## config.mk

```make
export PLATFORM = sky130hd
export DESIGN_NAME = if_stage
export DESIGN_NICKNAME = d
export VERILOG_FILES = /design/src/rtl/if_stage.sv
export SDC_FILE = /design/constraint.sdc
export NUM_CORES = 1
export LEC_CHECK = 0
export CAP_MARGIN = 20
export CORE_ASPECT_RATIO = 1.75
export CORE_MARGIN = 4
export CORE_UTILIZATION = 60
export CTS_CLUSTER_DIAMETER = 30
export CTS_CLUSTER_SIZE = 40
export DETAILED_ROUTE_END_ITERATION = 7
export DONT_BUFFER_PORTS = 1
export MAX_ROUTING_LAYER = met4
export PLACE_DENSITY = 0.82
export SETUP_SLACK_MARGIN = 0.05
export SYNTH_ARGS = -nofsm -noshare
export SYNTH_HDL_FRONTEND = slang
export SYNTH_SLANG_ARGS = --single-unit
export TNS_END_PERCENT = 50
```

## constraint.sdc

```tcl
create_clock -name clk -period 4.3 [get_ports clk]
set_input_delay 0.215 -clock clk [delete_from_list [all_inputs] [get_ports clk]]
set_output_delay 0.215 -clock clk [all_outputs]
set_load 0.01 [all_outputs]
```

## src/rtl/if_stage.sv

```systemverilog
// Instruction-fetch stage: owns the PC, fetches one word per req/ready handshake,
// predicts the next PC from a 2-bit BHT plus JAL decode and presents it to IF/ID.
module if_stage #(
    parameter logic [31:0] RESET_PC  = 32'h0,
    parameter int unsigned BHT_IDX_W = 6
) (
    input  logic        clk,
    input  logic        rst,
    input  logic [1:0]  stall,
    input  logic        branch_error,
    input  logic [31:0] redirect_pc,
    input  logic        bht_we,
    input  logic [31:0] bht_pc,
    input  logic        bht_taken,
    output logic        mem_req_o,
    output logic [31:0] mem_addr_o,
    input  logic        mem_ready_i,
    input  logic [31:0] mem_inst_i,
    output logic        stallreq_o,
    output logic [31:0] pc_o,
    output logic [31:0] inst_o,
    output logic        predict_result_o,
    output logic [31:0] next_pc_o
);

    localparam int unsigned BhtDepth   = 2 ** BHT_IDX_W;
    localparam logic [1:0]  StallPass  = 2'b00;
    localparam logic [6:0]  OpJal      = 7'b1101111;
    localparam logic [6:0]  OpBranch   = 7'b1100011;

    typedef enum logic [1:0] {StFetch, StHave, StDrain} state_e;

    state_e      state_q, state_d;
    logic [31:0] pc_q, pc_d;
    logic [31:0] inst_q, inst_d;
    logic [31:0] drain_addr_q, drain_addr_d;
    logic [1:0]  bht_q [BhtDepth];

    logic [BHT_IDX_W-1:0] lookup_idx, update_idx;
    logic [31:0]          j_imm, b_imm, pred_next_pc;
    logic                 pred_taken;
    logic                 unused_bht_pc;

    assign lookup_idx    = pc_q[BHT_IDX_W+1:2];
    assign update_idx    = bht_pc[BHT_IDX_W+1:2];
    assign unused_bht_pc = ^{bht_pc[31:BHT_IDX_W+2], bht_pc[1:0]};

    assign j_imm = {{12{inst_q[31]}}, inst_q[19:12], inst_q[20], inst_q[30:21], 1'b0};
    assign b_imm = {{20{inst_q[31]}}, inst_q[7], inst_q[30:25], inst_q[11:8], 1'b0};

    always_comb begin
        pred_taken   = 1'b0;
        pred_next_pc = pc_q + 32'd4;
        if (inst_q[6:0] == OpJal) begin
            pred_taken   = 1'b1;
            pred_next_pc = pc_q + j_imm;
        end else if (inst_q[6:0] == OpBranch && bht_q[lookup_idx][1]) begin
            pred_taken   = 1'b1;
            pred_next_pc = pc_q + b_imm;
        end
    end

    // branch_error beats stall and ready; in DRAIN it only retargets the PC.
    always_comb begin
        state_d      = state_q;
        pc_d         = pc_q;
        inst_d       = inst_q;
        drain_addr_d = drain_addr_q;
        case (state_q)
            StFetch: begin
                if (branch_error) begin
                    pc_d = redirect_pc;
                    if (!mem_ready_i) begin
                        state_d      = StDrain;
                        drain_addr_d = pc_q;
                    end
                end else if (mem_ready_i) begin
                    inst_d  = mem_inst_i;
                    state_d = StHave;
                end
            end
            StHave: begin
                if (branch_error) begin
                    pc_d    = redirect_pc;
                    state_d = StFetch;
                end else if (stall == StallPass) begin
                    pc_d    = pred_next_pc;
                    state_d = StFetch;
                end
            end
            StDrain: begin
                if (branch_error) pc_d = redirect_pc;
                if (mem_ready_i) state_d = StFetch;
            end
            default: state_d = StFetch;
        endcase
    end

    always_ff @(posedge clk) begin
        if (rst) begin
            state_q      <= StFetch;
            pc_q         <= RESET_PC;
            inst_q       <= 32'h0;
            drain_addr_q <= 32'h0;
        end else begin
            state_q      <= state_d;
            pc_q         <= pc_d;
            inst_q       <= inst_d;
            drain_addr_q <= drain_addr_d;
        end
    end

    always_ff @(posedge clk) begin
        if (rst) begin
            bht_q <= '{default: 2'b01};
        end else if (bht_we) begin
            if (bht_taken && bht_q[update_idx] != 2'b11) begin
                bht_q[update_idx] <= bht_q[update_idx] + 2'd1;
            end else if (!bht_taken && bht_q[update_idx] != 2'b00) begin
                bht_q[update_idx] <= bht_q[update_idx] - 2'd1;
            end
        end
    end

    // Outputs depend on registers and rst only, never on the mem_* inputs.
    always_comb begin
        mem_req_o        = 1'b0;
        mem_addr_o       = 32'h0;
        stallreq_o       = 1'b0;
        pc_o             = 32'h0;
        inst_o           = 32'h0;
        predict_result_o = 1'b0;
        next_pc_o        = 32'h0;
        if (!rst) begin
            case (state_q)
                StFetch: begin
                    mem_req_o  = 1'b1;
                    mem_addr_o = pc_q;
                    stallreq_o = 1'b1;
                end
                StDrain: begin
                    mem_req_o  = 1'b1;
                    mem_addr_o = drain_addr_q;
                    stallreq_o = 1'b1;
                end
                StHave: begin
                    pc_o             = pc_q;
                    inst_o           = inst_q;
                    predict_result_o = pred_taken;
                    next_pc_o        = pred_next_pc;
                end
                default: ;
            endcase
        end
    end

endmodule

```

# Yosys cells after proc, flatten, opt, wreduce, memory -nomap -nowiden
# Index checks and enable logic that the tools add are counted.
op_classes:
  add_sub_neg: 5
  magnitude_cmp: 3
  eq_ne: 10
  muxes: 39
  bitwise_logic: 4
  reduce_logical: 16
op_table:
  columns: ["operator", "count"]
  rows:
  - ["$mux 32", 12]
  - ["$bwmux 128", 2]
  - ["$mux 128", 2]
  - ["$pmux 32 s2", 2]
  - ["$add 32x32->32", 2]
  - ["$add 32x3->32 const B", 1]
  - ["$bmux 2 s6", 2]
  - ["$mux 2", 11]
  - ["$eq 7x7->1 const B", 2]
  - ["$ge 7x7->1 const B", 2]
  - ["$not 6->7", 2]
  - ["$demux 2 s6", 1]
  - ["$ne 3x3->1 const B", 3]
  - ["$reduce_and 3->1", 3]
  - ["$lt 7x1->1 const B", 1]
  - ["$mux 1", 6]
  - ["$pmux 2 s3", 1]
  - ["$reduce_bool 2->1", 3]
  - ["$logic_and 1x1->1", 4]
  - ["$logic_not 2->1", 2]
  - ["$ne 2x2->1 const B", 2]
  - ["$reduce_and 4->1", 1]
  - ["$add 2x1->2 const B", 1]
  - ["$eq 2x1->1 const B", 1]
  - ["7 further kinds", 8]
totals:
  regBits: 226
  in_bits: 104
  out_inout_bits: 131
  wordCells: 145

# Logic depth before layout (Yosys ltp)
# Gate-level depths: netlist of run 1.
logic_depth:
  word_depth: 10
  ltp_mapped: 18
  mapped_depth_nobuf: 15

# Least setup slack after synthesis of run 1
# Ideal clock, no wire load.
synth_path:
  kind: "input to register"
  from: "in bht_pc[2]"
  to: "reg with a tool-made name"
  setup_time_ns: 0.141
  arrival_ns: 3.195
  t_required_ns: 4.159
  slack_ns: 0.963
  path_stages: 17
  n_path_buf: 3
  path_cell_list: "or3b_2 clkbuf_1 o22ai_1 or4_1 nand2_1 nand4_1 nor2_1 buf_1 inv_1 ha_1 nor2_1 o21ai_1 nor2_1 clkbuf_1 nand2_1 nand2_1 o211ai_1"
synth_lines:
  columns: ["item", "line_no", "source"]
  rows:
  - ["start: declaration", "13", "input logic [31:0] bht_pc,"]

# Final worst setup path of run 1
layout_path:
  from: "reg pc_q[1]"
  to: "out next_pc_o[15]"
layout_between:
  elab_chain_cells: 5
  elab_cells_between_ends: 7
  classes_between: "add/sub (3); mux (4)"
layout_rtl:
  columns: ["item", "line_no", "source"]
  rows:
  - ["start: declaration", "34", "logic [31:0] pc_q, pc_d;"]
  - ["start signal: assignment", "107", "pc_q <= pc_d;"]
  - ["$add 32x3->32 / $add 32x32->32 (equally long branches)", "53, 59", null]
  - ["$mux 32", "57", "end else if (inst_q[6:0] == OpBranch && bht_q[lookup_idx][1]) begin"]
  - ["$mux 32 (*)", "54", "if (inst_q[6:0] == OpJal) begin"]
  - ["$mux 32 (*)", "135", "case (state_q)"]
  - ["$mux 32 (*)", "134", "if (!rst) begin"]
  - ["end: declaration", "23", "output logic [31:0] next_pc_o"]
# Every way passes the cells marked *; elsewhere a longest branch is shown, timed or not.

==> metrics.txt, run 1 <==
status complete, no violations; Least-Margin Pin Slew 1152 ps; DP Cell Count between 2,000 and 2,500; Final Total Pwr approximately 6 mW; maximum VDD drop 0.3970 mV; Synth Area in Adders between 4 and 5%; fin crit share 97.02%; Total GRT Usage 44.16%; WP data required 4090 ps; mux contribution to synthesized area 3.297%; Avg WL per Cell 25.98 µm; final setup TNS 0 ps; cts bufs inserted 36; post-synthesis compound-gate area fraction between 20 and 30%; Worst R2R Start pc_q[1]; Startpoint Class flip-flop; Pleak 6.913 nW; I/O Pins 235; Util after Layout 69.51%; dominant synthesized flop cell dfxtp_1; Yosys top cell by area dfxtp_1; die span in x 127.3 µm; dpl hpwl 41,360 µm; Async SR Flop Fraction 0%; Mean Syn Cell Area 7.470 µm²; Slew Viols, Final 0; Initial Util 60.72%; CTS H-Tree Depth 2; gp weighted congestion ~1.1; Port Buffer Count 0; Hold Path Depth 3; Synth Instances 2,002; total gr overflow 0; Post-CTS Setup Bufs 0; 1st-pass router iterations 8; Place WS 612.7 ps; nets 2,152; Clk Latency, worst-skew pair between 500 and 600 ps; R2R cell count 12; Distinct cells, synth 96; Post-Route WL 60,820 µm; # clock sinks 226; largest family of logic cells by synthesized area compound AO/OA/AOI/OAI gates; dpl cell area approximately 0.015 mm²; Crit. Startpoint pc_q[1]; Yosys top cell area share 30.25%; drt drc 0; number of synthesized flops with an enable pin 0; vias in the first global route 16,370; Critical Path AT 3960 ps; root buffer cell clkbuf_16; num rows 76; Final Instance Area 0.01712 mm²; full die area 0.02761 mm²; core region area approximately 0.025 mm²; crit end category output pin; Max-Slew Margin vs Limit 22.90%; Synth Area in XOR/XNOR 2.870%; Clock Skew 13.78 ps; Final Non-Filler Cells 2,341; Syn Nets about 2,200; Hold/Removal Path Class input port to flip-flop; area grow syn2layout 14.48%; Via Count 16,780; Clock transition at path regs 50 ps; vias per cell around 7.2; Synth Warn # 0; Post-synth top cells nand2_1 (411), dfxtp_1 (226), a21oi_1 (220); remaining antenna violation count 0; pin count of the biggest net entering global routing 147; FF+latch count, synth 226; number of max-cap violations 0; Setup Viol. Count Final 0; Die Span Y 216.8 µm; layout cell share with drive strength beyond 1 10.51%; RSZ-0062 raised after global routing no; Cell Area, Synth 0.01495 mm²; hold path start branch_error; first-pass GRT wire length 92,700 µm; Simple-Gate Fraction of Synth Area between 20% and 30%; CTS tree yes; setup ws final 128.0 ps; antenna violations before repair 2; final hold violation count 0; CTS Buffer Depth 3; FILL cells about 2,000; top-count cell post-synth nand2_1; f_max 239.7 MHz; Max FO, Critical Path 5; post-synthesis sequential area ratio 30.25%; Tmin final 4172 ps; Iteration-0 DRC Markers 1,828; CP Class flip-flop to output pin; ranking of synthesized cells by area dfxtp_1 (30%), nand2_1 (10%), a21oi_1 (7.4%), ha_1 (3.8%), o211ai_1 (3.8%); hold_ws 6.762 ps; power per cell area 359.2 mW/mm²
-- area by class of cell --
type / instances / area (µm²) / area share (%)
diodes: 2 / 5.005 / 0.02923
well taps: 312 / 390.4 / 2.280
clock buffers: 42 / 996.0 / 5.817
repair buffers: 129 / 1146 / 6.694
inverters: 17 / 63.81 / 0.3727
multi-input cells: 1590 / 9699 / 56.65
clock inverters: 23 / 292.8 / 1.710
flip-flops and latches: 226 / 4527 / 26.44
-- report_power, final --
| group | switching (mW) | leakage, nW | internal [mW] | total [mW] |
|---|---|---|---|---|
| registers | 0.0728 | 1.84 | 2.15 | 2.22 |
| logic | 0.555 | 4.44 | 0.278 | 0.833 |
| clock network | 1.16 | 0.637 | 1.94 | 3.10 |
| total | 1.79 | 6.91 | 4.36 | 6.15 |
-- cells by family after synthesis --
kind of cell	count (synthesis)
AND/OR/NAND/NOR	831
flip-flops	226
AO/OA/AOI/OAI	634
buffers and inverters	186
XOR/XNOR	49
multiplexers	28
adder cells (fa/ha/maj)	48
-- repair_timing --
action                     4_1_cts  5_1_grt
resized for setup                1        8
hold endpoints to repair       157        0
setup endpoints to repair        1       19
hold buffers                    51        0
-- worst paths after layout --
check	endpoint	slack, ps
setup reg to reg	pc_q[15]	840
setup / recovery	next_pc_o[15]	130
hold reg to reg	drain_addr_q[29]	450
hold / removal	pc_q[18]	7
-- cells in the final DEF, fill, tap and decap left out, drive strengths merged, types with 23 or more instances in the layout --
| master | Yosys | final |
|---|---|---|
| a22o | 36 | 36 |
| nand3 | 98 | 98 |
| a21o | 29 | 29 |
| dlygate4sd3 | 0 | 50 |
| a22oi | 33 | 33 |
| a21oi | 222 | 222 |
| o22ai | 43 | 43 |
| ha | 46 | 46 |
| buf | 41 | 79 |
| clkbuf | 128 | 42 |
| dfxtp | 226 | 226 |
| nand2 | 413 | 413 |
| nor2 | 103 | 103 |
| xor2 | 23 | 23 |
| o21ai | 68 | 68 |
| inv | 17 | 25 |
| xnor2 | 26 | 26 |
| and3 | 80 | 80 |
| o211ai | 75 | 75 |
-- layer usage --
layer	part of all wire [%]	track usage [%]	vias to the layer above
li1	-	-	7333
met1	32	44.97	7742
met2	47	70.82	1219
met3	9.0	8.104	489
met4	12	40.59	0
met5	0	-	-
-- critical path, cell delays in order (launching register included) --
cell and delay, ps:
dfxtp_1 430, buf_4 210, ha_1 240, fa_1 430, a21o_1 210, and3_1 200
o21ai_2 260, a21oi_1 190, o21ai_0 310, a21boi_0 150, o21ai_0 390, o21ai_0 180
nor2_1 220
No activity file was read; power rests on OpenSTA's default activity.
==> run 2, diff against run 1 <==
--- a/config.mk
+++ b/config.mk
@@ -11,5 +11,4 @@
 export CORE_UTILIZATION = 60
 export CTS_CLUSTER_DIAMETER = 30
-export CTS_CLUSTER_SIZE = 40
 export DETAILED_ROUTE_END_ITERATION = 7
 export DONT_BUFFER_PORTS = 1
==> constraint.sdc (replaced) <==
create_clock -name clk -period 4.3 [get_ports clk]
set_input_delay 0.86 -clock clk [delete_from_list [all_inputs] [get_ports clk]]
set_output_delay 0.86 -clock clk [all_outputs]
set_load 0.01 [all_outputs]
==> metrics.txt, run 2 (same netlist as run 1, synthesis figures left out) <==
Clock Skew 32.46 ps (+18.68 ps); Total GRT Usage 43.38% (-0.78 points); DP Cell Count 2,277 (+2.5%); n_diodes 0 (-2); Hold Path Depth 1 (-2); hold_ws 418.9 ps (+412.2 ps); CP Class flip-flop to output pin; Least-Margin Pin Slew 888.0 ps (-264.2 ps); remaining antenna violation count 0 (unchanged); final hold violation count 0 (unchanged); maximum VDD drop 0.4040 mV (+1.8%); Reg2Reg Capture Point pc_q[7]; area grow syn2layout 17.30%; gp weighted congestion 1.060 (-6.5%); Worst R2R Start pc_q[2]; WP data required 3440 ps (-650 ps); crit end category output pin; Max-Slew Margin vs Limit 40.58% (+18 points); die span in x 127.3 µm (unchanged); nets 2,179 (+1.3%); status complete, but fails checks; Die Span Y 216.8 µm (unchanged); Clock transition at path regs 60 ps (about the same); R2R setup slack 1040 ps (+200 ps); first-pass GRT wire length 91,340 µm (-1.5%); Util after Layout 71.23% (+1.7 points); num rows 76 (unchanged); max incr delay on CP 570 ps (+140 ps); Tmin final 4300 ps (+128.4 ps); final setup TNS -0.4619 ps (-0.4619 ps); # clock sinks 226 (unchanged); Final Total Pwr 5.897 mW (-4.1%); Initial Util 60.72% (unchanged); f_max 232.5 MHz (-3.0%); Clk Latency, worst-skew pair 540 ps (about the same); failing checks negative setup slack; Setup Viol. Count Final 1 (+1); slowest CP cell mux4_1; Slew Viols, Final 0 (unchanged); Iteration-0 DRC Markers 1,676 (-8.3%); CP cell instances buf_6 > mux4_1 > mux2i_2 > o22ai_2 > o21ai_4 > and2_4 > a211oi_2 > a31oi_1 > o311a_1 > a21oi_1 > buf_4; I/O Pins 235 (unchanged); root buffer cell clkbuf_16; hold path start mem_ready_i; Port Buffer Count 0 (unchanged); power per cell area 336.2 mW/mm² (-6.4%); drt drc 0 (unchanged); Via Count 16,710 (-0.42%); total gr overflow 0 (unchanged); pin count of the biggest net entering global routing 152 (+3.4%); RSZ-0062 raised after global routing yes; antenna violations before repair 0 (-2); Critical Path AT 3440 ps (-520 ps); number of max-cap violations 0 (unchanged); Avg WL per Cell 26.03 µm (+0.18%); Hold EP state_q[1]; register area 0.004548 mm² (+0.47%); Startpoint Class flip-flop; Crit. Startpoint pc_q[2]; FILL cells 2,035 (+1.3%); Hold/Removal Path Class input port to flip-flop; setup ws final -0.4619 ps (-128.4 ps); area of the multi-input gates 0.01011 mm² (+4.2%); Final Non-Filler Cells 2,365 (+1.0%); most common cell after layout, fill and taps aside nand2_1; CTS H-Tree Depth 2 (unchanged); R2R cell count 11 (-1); Post-Route WL 61,550 µm (+1.2%); vias per cell 7.066 (-1.4%); dpl hpwl 43,660 µm (+5.6%); cts bufs inserted 34 (-5.6%); Pleak 7.061 nW (+2.1%); core region area 0.02463 mm² (unchanged); full die area 0.02761 mm² (unchanged); most frequent cells in the layout nand2_1 (408), dfxtp_1 (215), a21oi_1 (211); fin crit share 100.0% (+3.0 points); post-cts hold buffer count 0 (-100%); vias in the first global route 16,070 (-1.8%); CTS tree yes; CTS Buffer Depth 3 (unchanged); layout cell share with drive strength beyond 1 17.54% (+7.0 points); 1st-pass router iterations 8 (unchanged); Max FO, Critical Path 6 (+1)
-- run 2: metrics by stage --
stage               area, µm²  worst slack (ps)
finish                  17540           -0.4619
global route            17540            -68.11
CTS                     17100             17.85
detailed placement      15690             195.8
global placement        15680             277.3
floorplan               14950             318.4
-- run 2: what timing repair did --
item | 4_1_cts | 5_1_grt
setup endpoints to repair | 31 | 25
endpoints found under the hold margin | 0 | 0
pin swaps | 9 | 26
gates resized for setup | 48 | 76
gates cloned | 0 | 3
setup buffers | 10 | 13
-- run 2: where the power goes --
part           leakage [nW]  total, mW  internal [mW]  switching, mW
combinational          4.65      0.836          0.288          0.548
sequential             1.84       2.21           2.15         0.0647
clock                 0.571       2.85           1.76           1.09
total                  7.06       5.90           4.20           1.70
-- run 2: how the worst max path moves through the flow --
| stage | endpoint | slack (ps) | depth (start not counted) |
|---|---|---|---|
| after floorplan | flip-flop | 320 | 17 |
| after global placement | next_pc_o[26] | 280 | 12 |
| after detailed placement | bht_q[3] | 200 | 14 |
| after CTS | next_pc_o[24] | 20 | 10 |
| after global routing | next_pc_o[24] | -70 | 11 |
| final | next_pc_o[24] | -0.5 | 11 |
-- run 2: metal layers --
metal  wire (µm)  global-route usage [%]
met3        4829                   7.146
met1       20190                   43.68
met4        6664                   36.69
met2       29870                   72.27
met5           0                       -
-- run 2: critical path, delay by kind of cell, from the launching register on --
kind	cells	cell delay, ps
multiplexers	2	800
AND/OR/NAND/NOR	1	230
flip-flops	1	430
buffers and inverters	2	320
AO/OA/AOI/OAI	6	1100
-- run 2: layout make-up --
class / count / share of cell area (%)
inverters: 17 / 0.3638
multi-input cells: 1593 / 57.63
clock inverters: 19 / 1.277
flip-flops and latches: 226 / 25.93
well taps: 312 / 2.225
clock buffers: 43 / 5.392
repair buffers: 155 / 7.183
